### config.mk
export PLATFORM = sky130hd
export DESIGN_NAME = sbr_drain
export DESIGN_NICKNAME = d
export VERILOG_FILES = /design/src/rtl/sbr_drain_pkg.sv /design/src/rtl/sbr_drain.sv
export SDC_FILE = /design/constraint.sdc
export NUM_CORES = 1
export LEC_CHECK = 0
export CAP_MARGIN = 20
export CORE_ASPECT_RATIO = 0.8
export CORE_MARGIN = 10
export CORE_UTILIZATION = 40
export DETAILED_ROUTE_END_ITERATION = 10
export PLACE_DENSITY = 0.7
export REMOVE_ABC_BUFFERS = 1
export SYNTH_ARGS = -nofsm -noshare
export SYNTH_HDL_FRONTEND = slang
export SYNTH_SLANG_ARGS = --single-unit
### constraint.sdc
create_clock -name clk -period 3 [get_ports clk]
set_input_delay 0.6 -clock clk [delete_from_list [all_inputs] [get_ports clk]]
set_output_delay 0.6 -clock clk [all_outputs]
set_load 0.02 [all_outputs]
### src/rtl/sbr_drain_pkg.sv
// Shared widths, table sizing and FSM state encoding for the SBR drain engine.
package sbr_drain_pkg;

  localparam int unsigned MAX_SBR_ENTRIES  = 12;
  localparam int unsigned SBR_ID_WIDTH     = 4;
  localparam int unsigned SRR_ID_WIDTH     = 6;
  localparam int unsigned REQUEST_ID_WIDTH = 8;
  localparam int unsigned ROW_WIDTH        = 14;
  localparam int unsigned BANK_GROUP_WIDTH = 2;
  localparam int unsigned BANK_WIDTH       = 2;

  typedef enum logic [2:0] {
    ST_IDLE,
    ST_FIND,
    ST_SBR_WAIT,
    ST_SRR_REQ,
    ST_SRR_WAIT,
    ST_ISSUE,
    ST_NEXT,
    ST_FINISH
  } state_t;

endpackage

### src/rtl/sbr_drain.sv
// Drains the highest-demand SBR: finds it, walks its SRR chain and issues one
// command per row over a valid/ready handshake, then reports done/empty/err.
module sbr_drain
  import sbr_drain_pkg::*;
#(
  parameter int unsigned MAX_ENTRIES = MAX_SBR_ENTRIES
) (
  input  logic                        clk,
  input  logic                        rst_n,
  input  logic                        start,
  input  logic                        abort,
  output logic                        busy,
  output logic                        done,
  output logic                        empty,
  output logic                        err,
  output logic                        find_max_en,
  input  logic [SBR_ID_WIDTH-1:0]     max_addr,
  input  logic [REQUEST_ID_WIDTH-1:0] max_requests,
  output logic [SBR_ID_WIDTH-1:0]     sbr_rd_addr,
  input  logic [BANK_GROUP_WIDTH-1:0] sbr_rd_bank_group,
  input  logic [BANK_WIDTH-1:0]       sbr_rd_bank,
  input  logic [SRR_ID_WIDTH-1:0]     sbr_rd_row_count,
  input  logic [SRR_ID_WIDTH-1:0]     sbr_rd_head_srr,
  input  logic [SRR_ID_WIDTH-1:0]     sbr_rd_tail_srr,
  output logic [SRR_ID_WIDTH-1:0]     srr_rd_addr,
  input  logic [ROW_WIDTH-1:0]        srr_rd_row,
  input  logic [REQUEST_ID_WIDTH-1:0] srr_rd_req_count,
  input  logic [SRR_ID_WIDTH-1:0]     srr_rd_next,
  output logic                        cmd_valid,
  input  logic                        cmd_ready,
  output logic [BANK_GROUP_WIDTH-1:0] cmd_bank_group,
  output logic [BANK_WIDTH-1:0]       cmd_bank,
  output logic [ROW_WIDTH-1:0]        cmd_row,
  output logic [REQUEST_ID_WIDTH-1:0] cmd_req_count,
  output logic [SRR_ID_WIDTH-1:0]     cmd_srr_id,
  output logic                        cmd_last,
  output logic                        sbr_clear
);

  state_t                  state;
  logic [SBR_ID_WIDTH-1:0] sbr_addr_q;
  logic [SRR_ID_WIDTH-1:0] row_count_q;
  logic [SRR_ID_WIDTH-1:0] tail_q;
  logic [SRR_ID_WIDTH-1:0] cur_srr;
  logic [SRR_ID_WIDTH-1:0] next_q;
  logic [SRR_ID_WIDTH-1:0] rows_issued;
  logic [SRR_ID_WIDTH-1:0] rows_inc;
  logic                    err_pend;
  logic                    at_tail;
  logic                    at_count;

  // Table read addresses: the SBR address is presented straight from the max
  // search during FIND so the registered read lands in SBR_WAIT.
  assign find_max_en = (state == ST_FIND);
  assign sbr_rd_addr = (state == ST_FIND) ? max_addr : sbr_addr_q;
  assign srr_rd_addr = cur_srr;
  assign cmd_valid   = (state == ST_ISSUE);

  // Chain-end detection for the row currently being fetched.
  assign rows_inc = rows_issued + SRR_ID_WIDTH'(1);
  assign at_tail  = (cur_srr == tail_q);
  assign at_count = (rows_inc == row_count_q);

  // Drain sequencer with registered status and command payload.
  always_ff @(posedge clk or negedge rst_n) begin
    if (!rst_n) begin
      state          <= ST_IDLE;
      busy           <= 1'b0;
      done           <= 1'b0;
      empty          <= 1'b0;
      err            <= 1'b0;
      sbr_clear      <= 1'b0;
      sbr_addr_q     <= '0;
      row_count_q    <= '0;
      tail_q         <= '0;
      cur_srr        <= '0;
      next_q         <= '0;
      rows_issued    <= '0;
      err_pend       <= 1'b0;
      cmd_bank_group <= '0;
      cmd_bank       <= '0;
      cmd_row        <= '0;
      cmd_req_count  <= '0;
      cmd_srr_id     <= '0;
      cmd_last       <= 1'b0;
    end else begin
      done      <= 1'b0;
      sbr_clear <= 1'b0;
      if (abort && (state != ST_IDLE)) begin
        state <= ST_IDLE;
        busy  <= 1'b0;
        empty <= 1'b0;
        err   <= 1'b0;
      end else begin
        unique case (state)
          ST_IDLE: begin
            if (start && !abort) begin
              state <= ST_FIND;
              busy  <= 1'b1;
            end
          end
          ST_FIND: begin
            if (max_requests == '0) begin
              state <= ST_FINISH;
              empty <= 1'b1;
              done  <= 1'b1;
            end else begin
              sbr_addr_q <= max_addr;
              state      <= ST_SBR_WAIT;
            end
          end
          ST_SBR_WAIT: begin
            cmd_bank_group <= sbr_rd_bank_group;
            cmd_bank       <= sbr_rd_bank;
            row_count_q    <= sbr_rd_row_count;
            tail_q         <= sbr_rd_tail_srr;
            cur_srr        <= sbr_rd_head_srr;
            rows_issued    <= '0;
            if (sbr_rd_row_count == '0) begin
              state <= ST_FINISH;
              empty <= 1'b1;
              done  <= 1'b1;
            end else begin
              state <= ST_SRR_REQ;
            end
          end
          ST_SRR_REQ: begin
            state <= ST_SRR_WAIT;
          end
          ST_SRR_WAIT: begin
            cmd_row       <= srr_rd_row;
            cmd_req_count <= srr_rd_req_count;
            cmd_srr_id    <= cur_srr;
            next_q        <= srr_rd_next;
            // Either end condition terminates; disagreement between them is an error.
            cmd_last      <= at_tail || at_count;
            err_pend      <= at_tail != at_count;
            state         <= ST_ISSUE;
          end
          ST_ISSUE: begin
            if (cmd_ready) begin
              state <= ST_NEXT;
            end
          end
          ST_NEXT: begin
            rows_issued <= rows_inc;
            if (cmd_last) begin
              state     <= ST_FINISH;
              done      <= 1'b1;
              err       <= err_pend;
              sbr_clear <= !err_pend;
            end else begin
              cur_srr <= next_q;
              state   <= ST_SRR_REQ;
            end
          end
          ST_FINISH: begin
            state <= ST_IDLE;
            busy  <= 1'b0;
            empty <= 1'b0;
            err   <= 1'b0;
          end
        endcase
      end
    end
  end

  // The max search must only ever nominate an existing table entry.
  a_max_addr_range: assert property (@(posedge clk) disable iff (!rst_n)
    ((state == ST_FIND) && (max_requests != '0)) |-> (32'(max_addr) < MAX_ENTRIES));

endmodule

# Word level (Yosys, flattened, before mapping)
# Index checks and enable logic that the tools add are counted.
# word_totals
register_bits	76
inputBits	67
output_inout_bits	50
word_cells	89
# classes
n_addsub	1
eq_ne	16
muxes	29
n_bitwise	2
n_reduce_logical	22
# op_table
operator	count
one-hot mux 3 bit (8 select lines)	1
one-hot mux 6 bit (2 select lines)	2
two-way mux 3 bit	6
two-way mux 1 bit	14
equality test 3 bit, second input constant	4
equality test 6 bit	2
AND reduction 2 bit	6
!= test 3 bit, second input constant	3
AND reduction 3 bit	3
nonzero test 3 bit	3
logical NOT 8 bit	1
adder 6 x 1 -> 6 bit, second input constant	1
equality test 3 x 2 -> 1 bit, second input constant	2
logical NOT 6 bit	1
two-way mux 6 bit	1
!= test 3 x 1 -> 1 bit, second input constant	2
one-hot mux 1 bit (3 select lines)	2
two-way mux 4 bit	1
one-hot mux 1 bit (2 select lines)	2
nonzero test 4 bit	1
equality test 3 x 1 -> 1 bit, second input constant	1
logical NOT 3 bit	1
logical AND 1 bit	2
logical NOT 1 bit	2
other kinds (5)	6

# Depth between registers and ports, before layout
# Gate-level depths: netlist of the first run.
# depth
depth_word	5
mapped_depth	7
depth_no_buf	7

# Worst setup path before layout of the first run
# No wires, ideal clock.
# synth_timing
path_kind	register to output
start	register state[0]
end	output port sbr_rd_addr[0]
arrival_time_ns	1.689
required_time_ns	2.400
setup_slack_ns	0.711
stages_incl_launch_ff	6
n_path_buf	2
cell_sequence	dfrtp_1 buf_2 nor2b_1 and2_1 clkbuf_1 mux2_2
# synth_via
elab_chain_len	2
# synth_lines
element	line	rtl
start: declaration	sbr_drain.sv:40	state_t state;
start signal: assignment	sbr_drain.sv:67	state <= ST_IDLE;
start signal: assignment	sbr_drain.sv:90	state <= ST_IDLE;
start signal: assignment	sbr_drain.sv:98	state <= ST_FIND;
equality test 3 x 1 -> 1 bit	--	
via find_max_en	sbr_drain.sv:16	output logic find_max_en,
two-way mux 4 bit	sbr_drain.sv:55	assign sbr_rd_addr = (state == ST_FIND) ? max_addr : sbr_addr_q;
end: declaration	sbr_drain.sv:19	output logic [SBR_ID_WIDTH-1:0] sbr_rd_addr,
# The timed path passes the listed nets, and every way through them passes these cells.

# Worst setup path in the final report of the first run
# layout_timing
start	register state[0]
end	output port sbr_rd_addr[0]
# layout_via
elab_chain_len	2
# layout_lines
element	line
equality test 3 x 1 -> 1 bit	sbr_drain.sv:55
two-way mux 4 bit	sbr_drain.sv:55
# No other way between the ends.

==> impl_metrics.csv, run 1 <==
group,metric,value,unit
status,status,"complete, no violations",
route,detail-route-antenna-nets,0,
floorplanning,placementRows,30,
worst_setup_path,timing.critical_path.slowest_stage_cell,"clkdlybuf4s50_1",
route,wl_met2,4520,um
cells_and_area,multiInputGateArea,0.00144,mm^2
timing,post-route-period-util,0.942,
route,drc,0,
floorplanning,die_w,124,um
timing,fin_skew,7.77,ps
cells_and_area,nNetsFinal,459,
clock_tree,clock_path_buffers,2,
global_route,grt_use_total,0.138,
flow_run,max_cap_violations,0,
cells_and_area,finalNonFillerCells,507,
cells_and_area,layout-drive-gt1-share,0.223,
min_path,hp-class,"in -> async",
yosys,synth-seq-cells,76,
route,viasPerCell,4.99,
worst_setup_path,r2r_cells,6,
yosys,synthTopCellsByCount,"dfrtp_1, mux2_2, o21ai_0, a21oi_1, nand2_1",
yosys,yosys.area.top_type,"dfrtp_1",
placement,gp_congestion,0.799,
clock_tree,cts_buffers,9,
timing,slew_violations,0,
yosys,synth.area.mux_share,0.213,
yosys,synth_top_area_frac,0.550,
yosys,synth_adder_area_share,0.00724,
global_route,grt_max_degree,77,
yosys,synthArstFlopShare,1.00,
global_route,grt-ovfl-total,0,
clock_tree,cts_setup_buffers,0,
clock_tree,clk_pin_slew_worst_paths,80,ps
yosys,yosysMostFrequentCell,"dfrtp_1",
yosys,synth_xor_area_frac,0.0380,
route,drt-met1-wl,3520,um
worst_setup_path,r2r-end,"err_pend",
route,avgRoutedWirePerCell,17.4,um
route,routed.top_layer,"met4",
floorplanning,chipHeight,103,um
worst_setup_path,setup.worst_path.class,"reg -> out",
yosys,synth_top_family_by_area,"multiplexers",
placement,port_buffers,116,
floorplanning,start_util,0.409,
worst_setup_path,path_cells,"nor2b_1, and2_1, mux2_2, clkdlybuf4s50_1",
placement,dp_hpwl,6600,um
worst_setup_path,worst_setup_path_start_kind,"flop",
route,num_vias,2529,
worst_setup_path,critical-path-top-delay-family,"simple AND/OR/NAND/NOR gates",
yosys,synth_flop_cell,"dfrtp_1",
global_route,antenna_found_initial,0,
yosys,netlist_area,0.00346,mm^2
route,firstDrtPassIters,4,
clock_tree,cts_tree,"built",
route,route.met3.wl,654,um
timing,fmax,354,MHz
worst_setup_path,reg2reg_setup_slack,820,ps
route,drt_iter0_markers,90,
clock_tree,post_cts_resize_count,0,
yosys,ys_seq_area_frac,0.550,
placement,placedCellCount,491,
worst_setup_path,arrival,2220,ps
pwr,p_leak,2.11,nW
worst_setup_path,end_kind,"primary output",
cells_and_area,final_util,0.588,
yosys,synthCells,270,
cells_and_area,seq_area,0.00190,mm^2
worst_setup_path,worstPathRequired,2400,ps
cells_and_area,n_antenna_cell,0,
worst_setup_path,r2r-start,"rows_issued[0]",
worst_setup_path,crit_path_max_fanout,6,
yosys,synth_cell_types,44,
timing,worstMarginPinSlew,957,ps
yosys,yosysWarnings,0,
floorplanning,ios,117,
clock_tree,clk_latency,340,ps
cells_and_area,fillCellCount,698,
floorplanning,core,0.00845,mm^2
global_route,grt_pass1_vias,2768,
worst_setup_path,slowest_delay,550,ps
clock_tree,postCtsHoldBufs,0,
timing,setup_violations,0,
global_route,grt_pass1_wl,13900,um
yosys,synth_compound_area_frac,0.0760,
route,routed_wl,8810,um
yosys,post_synth.cell_area_avg,12.8,um^2
clock_tree,h-tree-depth,3,
timing,fin_tns_setup,0,ps
clock_tree,clock_sinks,76,
cells_and_area,syn_to_final_growth,43.7,%
floorplanning,die_area,0.0128,mm^2
yosys,synth_edf_count,0,
worst_setup_path,critical_path_buf_inv_count,1,
pwr,powerDensity,808,mW/mm^2
clock_tree,root_buffer,"clkbuf_8",
timing,period_needed,2820,ps
timing,rsz0062_at_grt,"false",
yosys,synthTopCellsByArea,"dfrtp_1, mux2_2, o21ai_0",
timing,slew_headroom,0.362,
pwr,ir_worst_vdd,0.433,mV
yosys,synth_simple_gate_area_frac,0.0829,
timing,hold_viol_final,0,
==> where the power goes <==
group          switching, W  leakage (nW)  internal [W]
Combinational      0.000647          1.05      0.000811
Clock              0.000388         0.116      0.000556
Sequential         0.000241         0.947       0.00137
==> state kept, by name, indices dropped and copies added (netlist names) <==
signal,count
sbr_clear,1
state,3
rows_issued,6
done,1
cmd_last,1
cmd_row,14
err_pend,1
busy,1
cmd_req_count,8
cmd_bank_group,2
sbr_addr_q,4
tail_q,6
next_q,6
empty,1
err,1
srr_rd_addr,6
cmd_srr_id,6
cmd_bank,2
row_count_q,6
==> cell usage in the layout (no fill, tap or decap), types with 3 or more instances in the layout <==
| master | synthesis | routed |
|---|---|---|
| a21oi_1 | 10 | 10 |
| dfrtp_1 | 76 | 76 |
| mux2i_1 | 7 | 7 |
| and2_1 | 3 | 3 |
| clkbuf_8 | 0 | 9 |
| clkdlybuf4s50_1 | 0 | 115 |
| inv_1 | 6 | 6 |
| nand3_1 | 6 | 6 |
| xor2_1 | 8 | 8 |
| xnor2_1 | 7 | 7 |
| a22o_1 | 3 | 3 |
| mux2_2 | 58 | 58 |
| o21ai_0 | 15 | 15 |
| buf_4 | 2 | 8 |
| bufinv_16 | 0 | 3 |
| nor4_1 | 5 | 5 |
| nand2_1 | 9 | 9 |
| nor2_1 | 8 | 8 |
==> layout make-up <==
cell class | instances | share of cell area
clock buffers | 9 | 0.0249
clock inverters | 7 | 0.0247
multi-input cells | 173 | 0.290
inverters | 7 | 0.00529
flip-flops and latches | 76 | 0.383
well taps | 112 | 0.0282
repair buffers | 123 | 0.244
==> worst max path at each step <==
| stage | from | end | slack (ps) | cells after the start |
|---|---|---|---|---|
| floorplan | state[2] | cmd_req_count[0] | 440 | 3 |
| global placement | abort | sbr_addr_q[1] | 530 | 4 |
| detailed placement | abort | sbr_addr_q[1] | 520 | 4 |
| CTS | state[0] | sbr_rd_addr[0] | 140 | 4 |
| global route | state[0] | sbr_rd_addr[0] | 90 | 4 |
| finish | state[0] | sbr_rd_addr[0] | 180 | 4 |
==> metrics by stage <==
step,cell area [um^2],power (W),hold WS (ps),worst slack [ps]
floorplan,3370,0.00236,304,435
global placement,4720,0.00307,462,525
detailed placement,4720,0.00311,463,518
CTS,4970,0.00408,433,141
global route,4970,0.00425,464,94.1
finish,4970,0.00401,378,175
==> per-layer routing <==
layer | vias up | track usage
met1 | 1250 | 0.156
met5 | - | 0
li1 | 1209 | -
met4 | 0 | 0.0468
met2 | 63 | 0.236
met3 | 7 | 0.0531
==> cells by family (layout without fill, tap and decap cells) <==
family / after synthesis / count (layout)
flops: 76 / 76
mux: 66 / 66
simple gates: 48 / 48
compound gates: 42 / 42
buf+inv: 21 / 146
xor+xnor: 15 / 15
fa+ha+maj: 2 / 2
Power figures use the tool's default switching activity.
==> inputs of run 2 (changes only) <==
RECOVER_POWER = 50   (was unset)
==> run 2 against run 1 <==
  * The run now ends with capacitance limit, slew limit left
  * Final cell count stayed put
  * Fmax hardly changed
  * Die area is the same
==> impl_metrics.csv, run 2 (same netlist as run 1, synthesis figures left out) <==
group,metric,value,unit
status,status,"complete, but fails checks",
status,violations,"capacitance limit, slew limit",
clock_tree,clk_pin_slew_worst_paths,70,ps
floorplanning,die_area,0.0128,mm^2
global_route,grt-ovfl-total,0,
pwr,powerDensity,806,mW/mm^2
timing,period_needed,2820,ps
cells_and_area,top_register,"cmd_row",
timing,fin_skew,7.77,ps
clock_tree,postCtsHoldBufs,0,
cells_and_area,nNetsFinal,459,
timing,holdWs,465,ps
placement,pre_cts_ws,518,ps
clock_tree,root_buffer,"clkbuf_8",
cells_and_area,top_regs,"cmd_row x14, cmd_req_count x8",
floorplanning,core,0.00845,mm^2
pwr,p_leak,2.12,nW
timing,slew_headroom,-0.249,
timing,post-route-period-util,0.941,
clock_tree,cts_tree,"built",
cells_and_area,syn_to_final_growth,43.3,%
cells_and_area,layout_common_cells,"clkdlybuf4s50_1, dfrtp_1, mux2_2, o21ai_0, dlygate4sd3_1",
timing,setup_ws,177,ps
route,firstDrtPassIters,5,
placement,dp_hpwl,6600,um
route,drt_iter0_markers,91,
clock_tree,clock_sinks,76,
global_route,grt_pass1_wl,13900,um
global_route,grt_max_degree,77,
global_route,antenna_found_initial,0,
placement,dpl-instance-area,0.00472,mm^2
clock_tree,cts_buffers,9,
worst_setup_path,arrival,2220,ps
timing,hold_viol_final,0,
worst_setup_path,worstPathRequired,2400,ps
cells_and_area,final_common_cell,"clkdlybuf4s50_1",
route,detail-route-antenna-nets,0,
cells_and_area,n_antenna_cell,0,
route,drc,0,
clock_tree,h-tree-depth,3,
timing,fin_tns_setup,0,ps
route,num_vias,2534,
floorplanning,die_w,124,um
timing,slew_violations,77,
flow_run,max_cap_violations,1,
floorplanning,ios,117,
cells_and_area,largest_reg_flops,14,
clock_tree,clk_latency,340,ps
clock_tree,post_cts_resize_count,0,
clock_tree,cts_setup_buffers,0,
floorplanning,start_util,0.409,
clock_tree,clock_path_buffers,2,
timing,worstMarginPinSlew,1870,ps
placement,gp_congestion,0.799,
min_path,hp-class,"reg -> reg",
placement,port_buffers,116,
global_route,grt_pass1_vias,2768,
global_route,grt_use_total,0.138,
timing,fmax,354,MHz
worst_setup_path,end_kind,"primary output",
pwr,ir_worst_vdd,0.433,mV
worst_setup_path,setup.worst_path.class,"reg -> out",
route,viasPerCell,5.00,
timing,setup_violations,0,
floorplanning,chipHeight,103,um
floorplanning,placementRows,30,
worst_setup_path,crit_path_max_fanout,6,
worst_setup_path,worst_setup_path_start_kind,"flop",
route,routed_wl,8810,um
route,avgRoutedWirePerCell,17.4,um
cells_and_area,layout-drive-gt1-share,0.215,
cells_and_area,final_area,0.00495,mm^2
timing,rsz0062_at_grt,"false",
-- run 2: path summary, 6_finish.rpt --
kind | start | to | slack, ps | cells past startpoint
max | state[0] | sbr_rd_addr[0] | 180 | 4
min | err_pend | sbr_clear | 470 | 1
max reg2reg | state[1] | tail_q[1] | 760 | 4
min reg2reg | err_pend | sbr_clear | 470 | 1
max in group asynchronous | rst_n | srr_rd_addr[4] | 1120 | 1
min in group asynchronous | rst_n | cmd_req_count[4] | 740 | 1
-- run 2: metal layers --
metal	GRT usage	vias to the layer above	share of wire
met3	0.0531	7	0.069
met5	0	-	0
met2	0.236	62	0.52
li1	-	1210	-
met1	0.156	1255	0.40
met4	0.0468	0	0.013
-- run 2: area by class of cell --
| type | count | area (um^2) |
|---|---|---|
| fill | 696 | 3490 |
| sequential | 76 | 1900 |
| multi-input combinational | 173 | 1440 |
| timing repair buffer | 123 | 1200 |
| tap | 112 | 140 |
| clock buffer | 9 | 124 |
| clock inverter | 7 | 123 |
| inverter | 7 | 26.3 |
-- run 2: critical path, stage by stage, from the launching register on --
cell             delay (ps)
dfrtp_1                 380
nor2b_1                 240
and2_1                  340
mux2_2                  380
clkdlybuf4s50_1         550
-- run 2: metrics by stage --
step,utilization,cells,power [W]
final,0.586,507,0.00399
after detailed placement,0.559,491,0.00311
after floorplan,-,256,0.00236
after global placement,0.559,491,0.00307
after CTS,0.588,507,0.00408
after global routing,0.586,507,0.00423
-- run 2: power breakdown --
part	leakage [nW]	switching, W	internal [W]
Combinational	1.05	0.000648	0.000792
Sequential	0.947	0.000239	0.00137
Clock	0.116	0.000387	0.000556
